`src/rtl/string_match_pkg.sv`:
```
// Shared defaults, FSM state type and width helpers for the string-match reporting path.
package string_match_pkg;

  localparam int N_DEFAULT = 16;
  localparam int M_DEFAULT = 4;

  typedef enum logic [1:0] {
    IDLE = 2'd0,
    EMIT = 2'd1,
    DONE = 2'd2
  } state_t;

  function automatic int idx_width(input int n);
    return (n > 1) ? $clog2(n) : 1;
  endfunction

  // One extra code beyond the legal match count so the full count always fits.
  function automatic int cnt_width(input int n, input int m);
    return $clog2(n - m + 2);
  endfunction

endpackage

```
`src/rtl/match_prio_enc.sv`:
```
// Lowest-set-bit priority encoder; also flags when exactly one bit is set.
module match_prio_enc #(
  parameter int W  = 16,
  parameter int IW = 4
) (
  input  logic [W-1:0]  i_vec,
  output logic [IW-1:0] o_idx,
  output logic          o_onehot
);

  logic [W-1:0] w_rest;

  // Scan from the top down so the lowest set position is the last one written.
  always_comb begin
    o_idx = '0;
    for (int i = W - 1; i >= 0; i--) begin
      if (i_vec[i]) begin
        o_idx = IW'(i);
      end else begin
        o_idx = o_idx;
      end
    end
  end

  assign w_rest   = i_vec & (i_vec - W'(1));
  assign o_onehot = (i_vec != '0) && (w_rest == '0);

endmodule

```
`src/rtl/match_reporter.sv`:
```
// Serialises a per-position match flag vector into a stream of matching text indices.
module match_reporter
  import string_match_pkg::*;
#(
  parameter int N  = N_DEFAULT,
  parameter int M  = M_DEFAULT,
  parameter int IW = idx_width(N),
  parameter int CW = cnt_width(N, M)
) (
  input  logic          clock,
  input  logic          reset,
  input  logic          enable,
  input  logic [0:N-1]  flag_in,
  input  logic          flag_valid,
  output logic          flag_ready,
  output logic [IW-1:0] idx_out,
  output logic          idx_valid,
  input  logic          idx_ready,
  output logic          idx_last,
  output logic [CW-1:0] match_count,
  output logic          done,
  output logic          none_found
);

  state_t        r_state;
  logic [N-1:0]  r_mask;
  logic [CW-1:0] r_count;
  logic [N-1:0]  w_masked;
  logic [IW-1:0] w_idx;
  logic          w_onehot;

  // Positions too close to the end of the text cannot start a full-length match.
  always_comb begin
    w_masked = '0;
    for (int i = 0; i < N; i++) begin
      if (i <= N - M) begin
        w_masked[i] = flag_in[i];
      end else begin
        w_masked[i] = 1'b0;
      end
    end
  end

  match_prio_enc #(
    .W  (N),
    .IW (IW)
  ) u_prio_enc (
    .i_vec    (r_mask),
    .o_idx    (w_idx),
    .o_onehot (w_onehot)
  );

  // Capture / emit / done sequencing; enable low freezes everything.
  always_ff @(posedge clock or negedge reset) begin
    if (!reset) begin
      r_state <= IDLE;
      r_mask  <= '0;
      r_count <= '0;
    end else if (enable) begin
      case (r_state)
        IDLE: begin
          if (flag_valid) begin
            r_mask  <= w_masked;
            r_count <= '0;
            r_state <= (w_masked != '0) ? EMIT : DONE;
          end
        end
        EMIT: begin
          if (idx_ready) begin
            r_mask[w_idx] <= 1'b0;
            r_count       <= r_count + CW'(1);
            if (w_onehot) begin
              r_state <= DONE;
            end
          end
        end
        DONE: begin
          r_state <= IDLE;
        end
        default: begin
          r_state <= IDLE;
        end
      endcase
    end
  end

  assign flag_ready  = (r_state == IDLE);
  assign idx_valid   = (r_state == EMIT);
  assign idx_out     = w_idx;
  assign idx_last    = (r_state == EMIT) && w_onehot;
  assign match_count = r_count;
  assign done        = (r_state == DONE);
  assign none_found  = (r_state == DONE) && (r_count == '0);

endmodule

```
`config.mk`:
```
export PLATFORM = sky130hd
export DESIGN_NAME = match_reporter
export DESIGN_NICKNAME = d
export VERILOG_FILES = /design/src/rtl/string_match_pkg.sv /design/src/rtl/match_prio_enc.sv /design/src/rtl/match_reporter.sv
export SDC_FILE = /design/constraint.sdc
export NUM_CORES = 1
export LEC_CHECK = 0
export ABC_AREA = 1
export CAP_MARGIN = 20
export CORE_MARGIN = 3
export CORE_UTILIZATION = 45
export CTS_CLUSTER_DIAMETER = 150
export DETAILED_ROUTE_END_ITERATION = 7
export GPL_TIMING_DRIVEN = 0
export PLACE_DENSITY_LB_ADDON = 0.2
export SETUP_SLACK_MARGIN = 0.1
export SYNTH_ARGS = -nofsm -noshare
export SYNTH_HDL_FRONTEND = slang
export SYNTH_SLANG_ARGS = --single-unit
```
`constraint.sdc`:
```
create_clock -name clock -period 1.9 [get_ports clock]
set_clock_uncertainty 0.2 [all_clocks]
set_input_delay 0.285 -clock clock [delete_from_list [all_inputs] [get_ports clock]]
set_output_delay 0.285 -clock clock [all_outputs]
set_load 0.03 [all_outputs]
```
==> results of run 1 <==
[area by class of cell]
type                       instances  area [sq um]
buffer                             4          46.3
clock buffer                       3          22.5
fill                             248           737
inverter                          34           138
multi-input combinational        175          1120
sequential                        22           552
tap                               46          57.6
timing repair buffer              81           747
[registers in the layout, indices dropped and copies added, names as in the netlist]
register	flops
r_mask	16
match_count	4
r_state	2
[Yosys cell counts, types with 2 or more instances]
master / count
o31ai_1: 2
o311ai_0: 2
inv_1: 31
nor2_4: 2
nand3_1: 13
a21boi_0: 2
a22oi_2: 6
nor4_1: 3
inv_2: 2
nand3b_1: 2
ha_1: 2
nor3_1: 5
nand2_1: 64
nor2_1: 23
clkbuf_1: 2
dfrtp_1: 22
o21ai_0: 16
a21oi_1: 13
nand4_1: 7
[worst reg2reg max path: stages, from the launching register on]
cell	delay (ns)
dfrtp_1	0.43
nor2_2	0.19
nand2_4	0.10
nor2_4	0.20
buf_4	0.15
buf_6	0.08
nand3_1	0.06
nand2_1	0.07
inv_1	0.05
nor2_1	0.10
nand3b_1	0.10
o21ai_2	0.17
nand3_1	0.10
nand2_1	0.07
[layer usage]
layer  global-route usage  part of all wire  wire, microns
met1                0.331              0.43           2410
met2                0.395              0.50           2820
met3               0.0255             0.045            251
met4               0.0888             0.020            111
met5                    0                 0              0
[kinds of logic (layout without fill, tap and decap cells)]
logic type,after synthesis,in the layout,synth area share
compound gates,46,46,0.186
xor+xnor,1,1,0.00540
fa+ha+maj,2,2,0.0154
buf+inv,39,122,0.0995
flops,22,22,0.340
simple gates,126,126,0.354
[report_power, final]
group / switching, mW / internal, mW / leakage (nW) / total [mW]
registers: 0.107 / 0.580 / 0.266 / 0.687
logic: 0.791 / 0.612 / 0.991 / 1.40
clock network: 0.157 / 0.0744 / 0.0138 / 0.231
total: 1.05 / 1.27 / 1.27 / 2.32
[how the worst min path moves through the flow]
| stage | slack, ns | to | depth (start not counted) |
|---|---|---|---|
| 6_report | 0.37 | r_mask[0] | 3 |
| 5_1_grt | 0.37 | r_mask[0] | 3 |
| 4_1_cts | 0.35 | r_mask[0] | 3 |
| 3_5_place_dp | 0.30 | r_mask[14] | 2 |
| 3_3_place_gp | 0.30 | r_mask[14] | 2 |
| 2_1_floorplan | -0.21 | match_count[0] | 0 |
[repair_timing]
item	4_1_cts	5_1_grt
gates cloned	0	1
hold buffers	0	1
endpoints found under the setup margin	35	29
setup buffers	31	17
endpoints found under the hold margin	0	3
pin swaps	14	11
resized for setup	103	50
==> summary.md, run 1 <==
| Metric | Value |
|---|---|
| Core area | `3420 sq um` |
| Min Hold Slack | `0.370 ns` |
| Initial antenna violation count | `0` |
| Status | `finished, violations left` |
| Die ar. | `4360 sq um` |
| # Max-Cap Violations | `0` |
| Initial Util | `0.475` |
| H-tree Lvls | `1` |
| Area growth syn-to-layout | `65.2%` |
| Leakage | `1.27 nW` |
| Hold path startpoint | `flag_in[0]` |
| Reg-to-reg critical path endpoint | `r_state[1]` |
| Peak VDD IR | `0.000746 V` |
| Post-synthesis cell area | `1620 sq um` |
| WP data arrival | `2.05 ns` |
| Syn Inst Count | `236` |
| Die Wd | `66.0 microns` |
| Clk root buf | `clkbuf_4` |
| Chain of cells forming the critical path | `nor2_2 > nand2_4 > nor2_4 > nand2_2 > inv_2 > nor2_2 > nor3_2 > nand3b_1 > nor3_4 > buf_6` |
| Crit path required time | `1.41 ns` |
| Area after DPL | `2010 sq um` |
| Syn_nets | `259` |
| Largest net degree at the start of global routing | `23` |
| Power consumption | `2.32 mW` |
| Async S/R FF share, synth | `1.00` |
| Non-Filler Instances | `365` |
| Setup TNS Final | `-2.09 ns` |
| Setup Viol. Count Final | `15` |
| Post-synth EDFFs | `0` |
| Number of buffers added on ports | `30` |
| Fmax | `394 MHz` |
| Final global-route overflow total | `0` |
| Commonest non-fill, non-tap cell in the layout | `nand2_1` |
| Final min period | `2.54 ns` |
| DR vias | `1990` |
| GRT Total Usage | `0.242` |
| Ys flop type | `dfrtp_1` |
| Diode count | `0` |
| Final period utilization | `1.34` |
| Worst path depth | `10` |
| Final Util | `0.784` |
| Final Max Tran Viols | `0` |
| Worst skew pair latency | `0.32 ns` |
| Dominant cells by area after synthesis | `dfrtp_1 (34%), nand2_1 (15%), inv_1 (7.2%)` |
| Share of cells above drive strength 1 | `0.417` |
| DP HPWL | `3300 microns` |
| R2R cell count | `13` |
| PD cells | `867 nW/um^2` |
| CP delay by family, top | `simple AND/OR/NAND/NOR gates` |
| Most frequent CP cell | `nor2_2` |
| GP Congestion | `0.933` |
| Wire per inst | `15.3 microns` |
| Violated checks | `setup timing` |
| Register area share after synthesis | `0.340` |
| Post-synthesis register bit count | `22` |
| Cell area after layout | `2680 sq um` |
| Reg-to-reg startpoint | `r_mask[2]` |
| Flop-to-flop setup slack | `-0.21 ns` |
| Drt pass-1 iters | `4` |
| CP Class | `reg2out` |
| Critical Path Sink | `idx_last` |
| First-pass GRT wire length | `8090 microns` |
| Most frequent cells in the layout | `nand2_1 (52), buf_4 (47), dfrtp_1 (21), inv_1 (19), clkdlybuf4s50_1 (17)` |
| CTS tree | `yes` |
| Startpoint Class | `register` |
| Starting DRT DRC Count | `146` |
| Endpoint type of the worst setup path | `output port` |
| CP Max Fanout | `6` |
| Max clock buf depth | `2` |
| # DRC | `0` |
| Vias in the first global route | `1754` |
| Post-synth top area share | `0.340` |
| Slew Limit Headroom | `0.605` |
| Cells after DPL | `312` |
| Crit path buffers/inverters | `2` |
| Place WS | `-0.915 ns` |
| Die Ht | `66.0 microns` |
| Syn avg cell area | `6.87 sq um` |
| Synth Warn # | `0` |
| RSZ-0062 raised after global routing | `yes` |
| Fin worst setup slack | `-0.640 ns` |
| Routed Antenna Nets | `0` |
| Library cells used by synthesis | `36` |
| NumNets Final | `344` |
| Slowest-stage cell, CP | `dfrtp_1` |
| Ports | `34` |
| Total wire length | `5600 microns` |
| CP peak stage delay | `0.43 ns` |
| Via-to-Cell Ratio | `5.45` |
| Rows | `21` |
| Least-Margin Pin Slew | `0.593 ns` |
| Clock Pin Slew Worst Setup and Hold Paths | `0.14 ns` |
| Clk sinks | `22` |
| TritonCTS buffer count | `3` |
| Area leader, netlist | `dfrtp_1` |
| Hold Crit Class | `in2reg` |
| CP startpoint | `r_mask[2]` |
| Fin. Hold Viols | `0` |
Note: power is estimated with default switching activity, not from simulation.
==> inputs of run 2 (changes only) <==
--- a/config.mk
+++ b/config.mk
@@ -8,8 +8,7 @@
 export ABC_AREA = 1
 export CAP_MARGIN = 20
 export CORE_MARGIN = 3
-export CORE_UTILIZATION = 45
-export CTS_CLUSTER_DIAMETER = 150
+export CORE_UTILIZATION = 25
 export DETAILED_ROUTE_END_ITERATION = 7
 export GPL_TIMING_DRIVEN = 0
 export PLACE_DENSITY_LB_ADDON = 0.2
==> summary.md, run 2 (synthesis gave the netlist of run 1 again) <==
| Metric | Value |
|---|---|
| GRT Total Usage | `0.144` |
| Hold Crit Class | `in2async` |
| Endpoint type of the worst setup path | `output port` |
| Cells after DPL | `341` |
| CP peak stage delay | `0.40 ns` |
| Fin. Hold Viols | `0` |
| GP Congestion | `0.847` |
| Crit path buffers/inverters | `2` |
| Clock Pin Slew Worst Setup and Hold Paths | `0.08 ns` |
| Die Ht | `86.5 microns` |
| Total wire length | `5110 microns` |
| WP data arrival | `1.94 ns` |
| Startpoint Class | `register` |
| Largest net degree at the start of global routing | `23` |
| Crit path required time | `1.41 ns` |
| Area growth syn-to-layout | `60.2%` |
| CP Max Fanout | `5` |
| Initial antenna violation count | `0` |
| Wire per inst | `13.3 microns` |
| Hold_buf cts | `0` |
| Drt pass-1 iters | `4` |
| Place WS | `-0.968 ns` |
| Die Wd | `86.5 microns` |
| Starting DRT DRC Count | `79` |
| Most frequent cells in the layout | `nand2_1 (54), buf_4 (37), dfrtp_1 (19), inv_1 (18)` |
| Rows | `28` |
| Fin worst setup slack | `-0.528 ns` |
| R2R cell count | `13` |
| Status | `finished, violations left` |
| Initial Util | `0.266` |
| RSZ-0062 raised after global routing | `yes` |
| Diode count | `0` |
| Slew Limit Headroom | `0.612` |
| NumNets Final | `335` |
| Setup Viol. Count Final | `7` |
| Slowest-stage cell, CP | `dfrtp_1` |
| Chain of cells forming the critical path | `nor2_2 > nand2_4 > nor2_4 > nand2_2 > inv_2 > nor2_1 > nor3_2 > nand3b_1 > nor3_4 > buf_6` |
| Final Max Tran Viols | `0` |
| Reg with most FFs | `r_mask` |
| # DRC | `0` |
| First-pass GRT wire length | `8650 microns` |
| Routed Antenna Nets | `0` |
| Final global-route overflow total | `0` |
| Ports | `34` |
| Max FFs per register | `16` |
| H-tree Lvls | `1` |
| DR vias | `1825` |
| Clk sinks | `22` |
| Fillcell total | `673` |
| Non-Filler Instances | `385` |
| Worst skew pair latency | `0.27 ns` |
| Max clock buf depth | `2` |
| Vias in the first global route | `1821` |
| Final min period | `2.43 ns` |
| Fmax | `412 MHz` |
| DP HPWL | `3640 microns` |
| Least-Margin Pin Slew | `0.581 ns` |
| PD cells | `913 nW/um^2` |
| Share of cells above drive strength 1 | `0.394` |
| Violated checks | `setup timing` |
| CP delay by family, top | `simple AND/OR/NAND/NOR gates` |
| Clk root buf | `clkbuf_8` |
| Final period utilization | `1.28` |
| Die ar. | `7490 sq um` |
| Via-to-Cell Ratio | `4.74` |
| Number of buffers added on ports | `30` |
| Leakage | `1.22 nW` |
| # Max-Cap Violations | `0` |
| TritonCTS buffer count | `3` |
| CP Class | `reg2out` |
| CTS tree | `yes` |
| Core area | `6100 sq um` |
| Peak VDD IR | `0.000482 V` |
| Commonest non-fill, non-tap cell in the layout | `nand2_1` |
| Worst path depth | `10` |
==> run 2: changes by cell type in the layout (fill, tap and decap cells not counted), sizes merged <==
cell,before,now
dlygate4sd2,4,3
clkbuf,6,5
dlymetal6s2s,0,1
dlygate4sd3,1,0
clkinv,1,0
inv,33,34
buf,60,52
clkdlybuf4s15,0,1
==> run 2: final timing paths <==
path	end	slack, ns	start
max	idx_last	-0.53	r_mask[3]
min reg2reg	r_mask[13]	0.41	r_mask[13]
max reg2reg	r_state[1]	-0.16	r_mask[3]
max in group asynchronous	r_state[1]	1.05	reset
min in group clock	r_mask[0]	0.41	flag_in[0]
min	r_mask[0]	0.05	reset
==> run 2: layer usage <==
layer	share of wire	vias to the layer above	track usage	wire length, microns
met5	0	-	0	0
met4	0.012	0	0.0467	61
met3	0.037	4	0.0133	187
met2	0.49	30	0.252	2530
met1	0.46	852	0.184	2340
li1	-	939	-	-
==> run 2: area by class of cell <==
cell class / instances / area, sq um / area share
inverter: 34 / 133 / 0.0511
buffer: 5 / 56.3 / 0.0217
multi-input combinational: 175 / 1070 / 0.413
clock buffer: 3 / 41.3 / 0.0159
sequential: 22 / 554 / 0.213
tap: 75 / 93.8 / 0.0361
timing repair buffer: 71 / 647 / 0.249
==> run 2: worst register-to-register path, cell delays in order (launching register included) <==
cell      delay, ns
dfrtp_1        0.40
nor2_2         0.19
nand2_4        0.10
nor2_4         0.17
buf_4          0.14
buf_4          0.10
nand3_1        0.06
nand2_1        0.06
inv_1          0.05
nor2_1         0.10
nand3b_1       0.10
o21ai_2        0.16
nand3_1        0.10
nand2_1        0.06
==> run 2: repair_timing <==
item / 4_1_cts / 5_1_grt
endpoints found under the setup margin: 34 / 27
pin swaps: 12 / 12
setup buffers: 34 / 6
resized for setup: 102 / 26
==> run 2: per-stage QoR <==
step / hold WS [ns] / instance area (sq um) / utilization / setup TNS [ns] / power, mW
floorplan: -0.211 / 1650 / - / -0.356 / 1.35
global placement: 0.298 / 2040 / 0.335 / -5.57 / 1.68
detailed placement: 0.301 / 2040 / 0.335 / -5.38 / 1.67
CTS: 0.400 / 2440 / 0.401 / -1.61 / 2.26
global route: 0.0627 / 2600 / 0.426 / -2.49 / 2.54
finish: 0.0516 / 2600 / 0.426 / -1.71 / 2.37
==> run 2: power by group <==
| group | total [mW] | internal, mW | leakage [nW] | switching, mW |
|---|---|---|---|---|
| clock | 0.305 | 0.142 | 0.0216 | 0.163 |
| combinational | 1.38 | 0.619 | 0.931 | 0.760 |
| sequential | 0.687 | 0.583 | 0.264 | 0.104 |
==> inputs of run 3 (changes only) <==
--- a/config.mk
+++ b/config.mk
@@ -11,6 +11,7 @@
 export CORE_UTILIZATION = 25
 export DETAILED_ROUTE_END_ITERATION = 7
 export GPL_TIMING_DRIVEN = 0
+export MAX_ROUTING_LAYER = met4
 export PLACE_DENSITY_LB_ADDON = 0.2
 export SETUP_SLACK_MARGIN = 0.1
 export SYNTH_ARGS = -nofsm -noshare
==> summary.md, run 3 (synthesis gave the netlist of run 1 again) <==
| Metric | Value |
|---|---|
| DP HPWL | `3640 microns` |
| GP Congestion | `0.860` |
| Hold Crit Class | `in2async` |
| WP data arrival | `1.94 ns` |
| CTS tree | `yes` |
| # Max-Cap Violations | `0` |
| Fmax | `412 MHz` |
| Setup Viol. Count Final | `7` |
| GRT met1 Usage | `0.185` |
| Final period utilization | `1.28` |
| Commonest non-fill, non-tap cell in the layout | `nand2_1` |
| Least-Margin Pin Slew | `0.581 ns` |
| H-tree Lvls | `1` |
| Violated checks | `setup timing` |
| Cell area after layout | `2600 sq um` |
| Worst skew pair latency | `0.27 ns` |
| Rows | `28` |
| Reg with most FFs | `r_mask` |
| Leakage | `1.22 nW` |
| R2R cell count | `13` |
| Drt pass-1 iters | `4` |
| Fin. Hold Viols | `0` |
| M3 GR Usage | `0.0114` |
| Diode count | `0` |
| Reg-to-reg startpoint | `r_mask[3]` |
| Die Ht | `86.5 microns` |
| Initial antenna violation count | `0` |
| Reg-to-reg critical path endpoint | `r_state[1]` |
| Clk sinks | `22` |
| Number of buffers added on ports | `30` |
| Startpoint Class | `register` |
| Flop-to-flop setup slack | `-0.16 ns` |
| Die ar. | `7490 sq um` |
| DR vias | `1826` |
| Slew Limit Headroom | `0.612` |
| Initial Util | `0.266` |
| Starting DRT DRC Count | `79` |
| Area after DPL | `2040 sq um` |
| Endpoint type of the worst setup path | `output port` |
| Most frequent cells in the layout | `nand2_1 (54), buf_4 (37), dfrtp_1 (19), inv_1 (18)` |
| Global routing's busiest layer | `met2` |
| Final Max Tran Viols | `0` |
| Core area | `6100 sq um` |
| First-pass GRT wire length | `8640 microns` |
| Clock Pin Slew Worst Setup and Hold Paths | `0.08 ns` |
| Crit path required time | `1.41 ns` |
| PD cells | `912 nW/um^2` |
| Peak VDD IR | `0.000482 V` |
| TritonCTS buffer count | `3` |
| Ports | `34` |
| Vias in the first global route | `1823` |
| Max clock buf depth | `2` |
| Fin worst setup slack | `-0.526 ns` |
| GRT Total Usage | `0.148` |
| Share of cells above drive strength 1 | `0.394` |
| RSZ-0062 raised after global routing | `yes` |
| Status | `finished, violations left` |
| Total wire length | `5110 microns` |
| # DRC | `0` |
| CP Max Fanout | `5` |
| Die Wd | `86.5 microns` |
| Area growth syn-to-layout | `60.2%` |
| Place WS | `-0.968 ns` |
| CP Class | `reg2out` |
| Largest net degree at the start of global routing | `23` |
| NumNets Final | `335` |
| GR Layer Usage met2 | `0.252` |
| Via-to-Cell Ratio | `4.74` |
| Clk root buf | `clkbuf_8` |
| Final min period | `2.43 ns` |
| Wire per inst | `13.3 microns` |
| Max FFs per register | `16` |
| Final global-route overflow total | `0` |
| Routed Antenna Nets | `0` |
[run 3: cell counts in the layout (fill, tap and decap cells not counted)]
No cell type changed its count.
[run 3: repair_timing]
action | in CTS | in global routing
setup endpoints to repair | 34 | 27
gates cloned | 0 | 0
gates resized for setup | 102 | 26
buffers inserted | 34 | 6
pin swaps | 12 | 12
hold buffers | 0 | 0
[run 3: layout make-up]
class,count,area (sq um)
clock buffer,3,41.3
multi-input combinational,175,1070
timing repair buffer,71,647
tap,75,93.8
inverter,34,133
buffer,5,56.3
fill,673,3500
sequential,22,554
[run 3: critical path, cell delays in order, from the launching register on]
cell	delay [ns]
dfrtp_1	0.40
nor2_2	0.19
nand2_4	0.10
nor2_4	0.16
nand2_2	0.09
inv_2	0.06
nor2_1	0.05
nor3_2	0.19
nand3b_1	0.14
nor3_4	0.14
buf_6	0.15
[run 3: power breakdown]
group / switching [mW] / internal (mW)
clock: 0.161 / 0.142
sequential: 0.104 / 0.583
combinational: 0.760 / 0.619
[run 3: how the worst max path moves through the flow]
stage / startpoint / to / slack (ns)
after global placement: r_mask[0] / idx_last / -0.98
after detailed placement: r_mask[0] / idx_last / -0.97
after floorplan: r_mask[0] / idx_last / -0.18
after CTS: r_mask[1] / idx_last / -0.53
after global routing: r_mask[1] / idx_last / -0.65
final: r_mask[3] / idx_last / -0.53
[run 3: routing by layer]
layer,share of wire,vias up
met5,0,-
met4,0.012,0
met3,0.034,4
met2,0.49,30
met1,0.46,853
li1,-,939
[run 3: through the flow]
stage / hold slack [ns] / std cells / setup TNS [ns] / power, mW / utilization
detailed placement: 0.301 / 341 / -5.38 / 1.67 / 0.335
CTS: 0.400 / 378 / -1.61 / 2.26 / 0.401
finish: 0.0541 / 385 / -1.70 / 2.37 / 0.426
global route: 0.0627 / 385 / -2.49 / 2.54 / 0.426
global placement: 0.298 / 341 / -5.57 / 1.68 / 0.335
floorplan: -0.211 / 236 / -0.356 / 1.35 / -
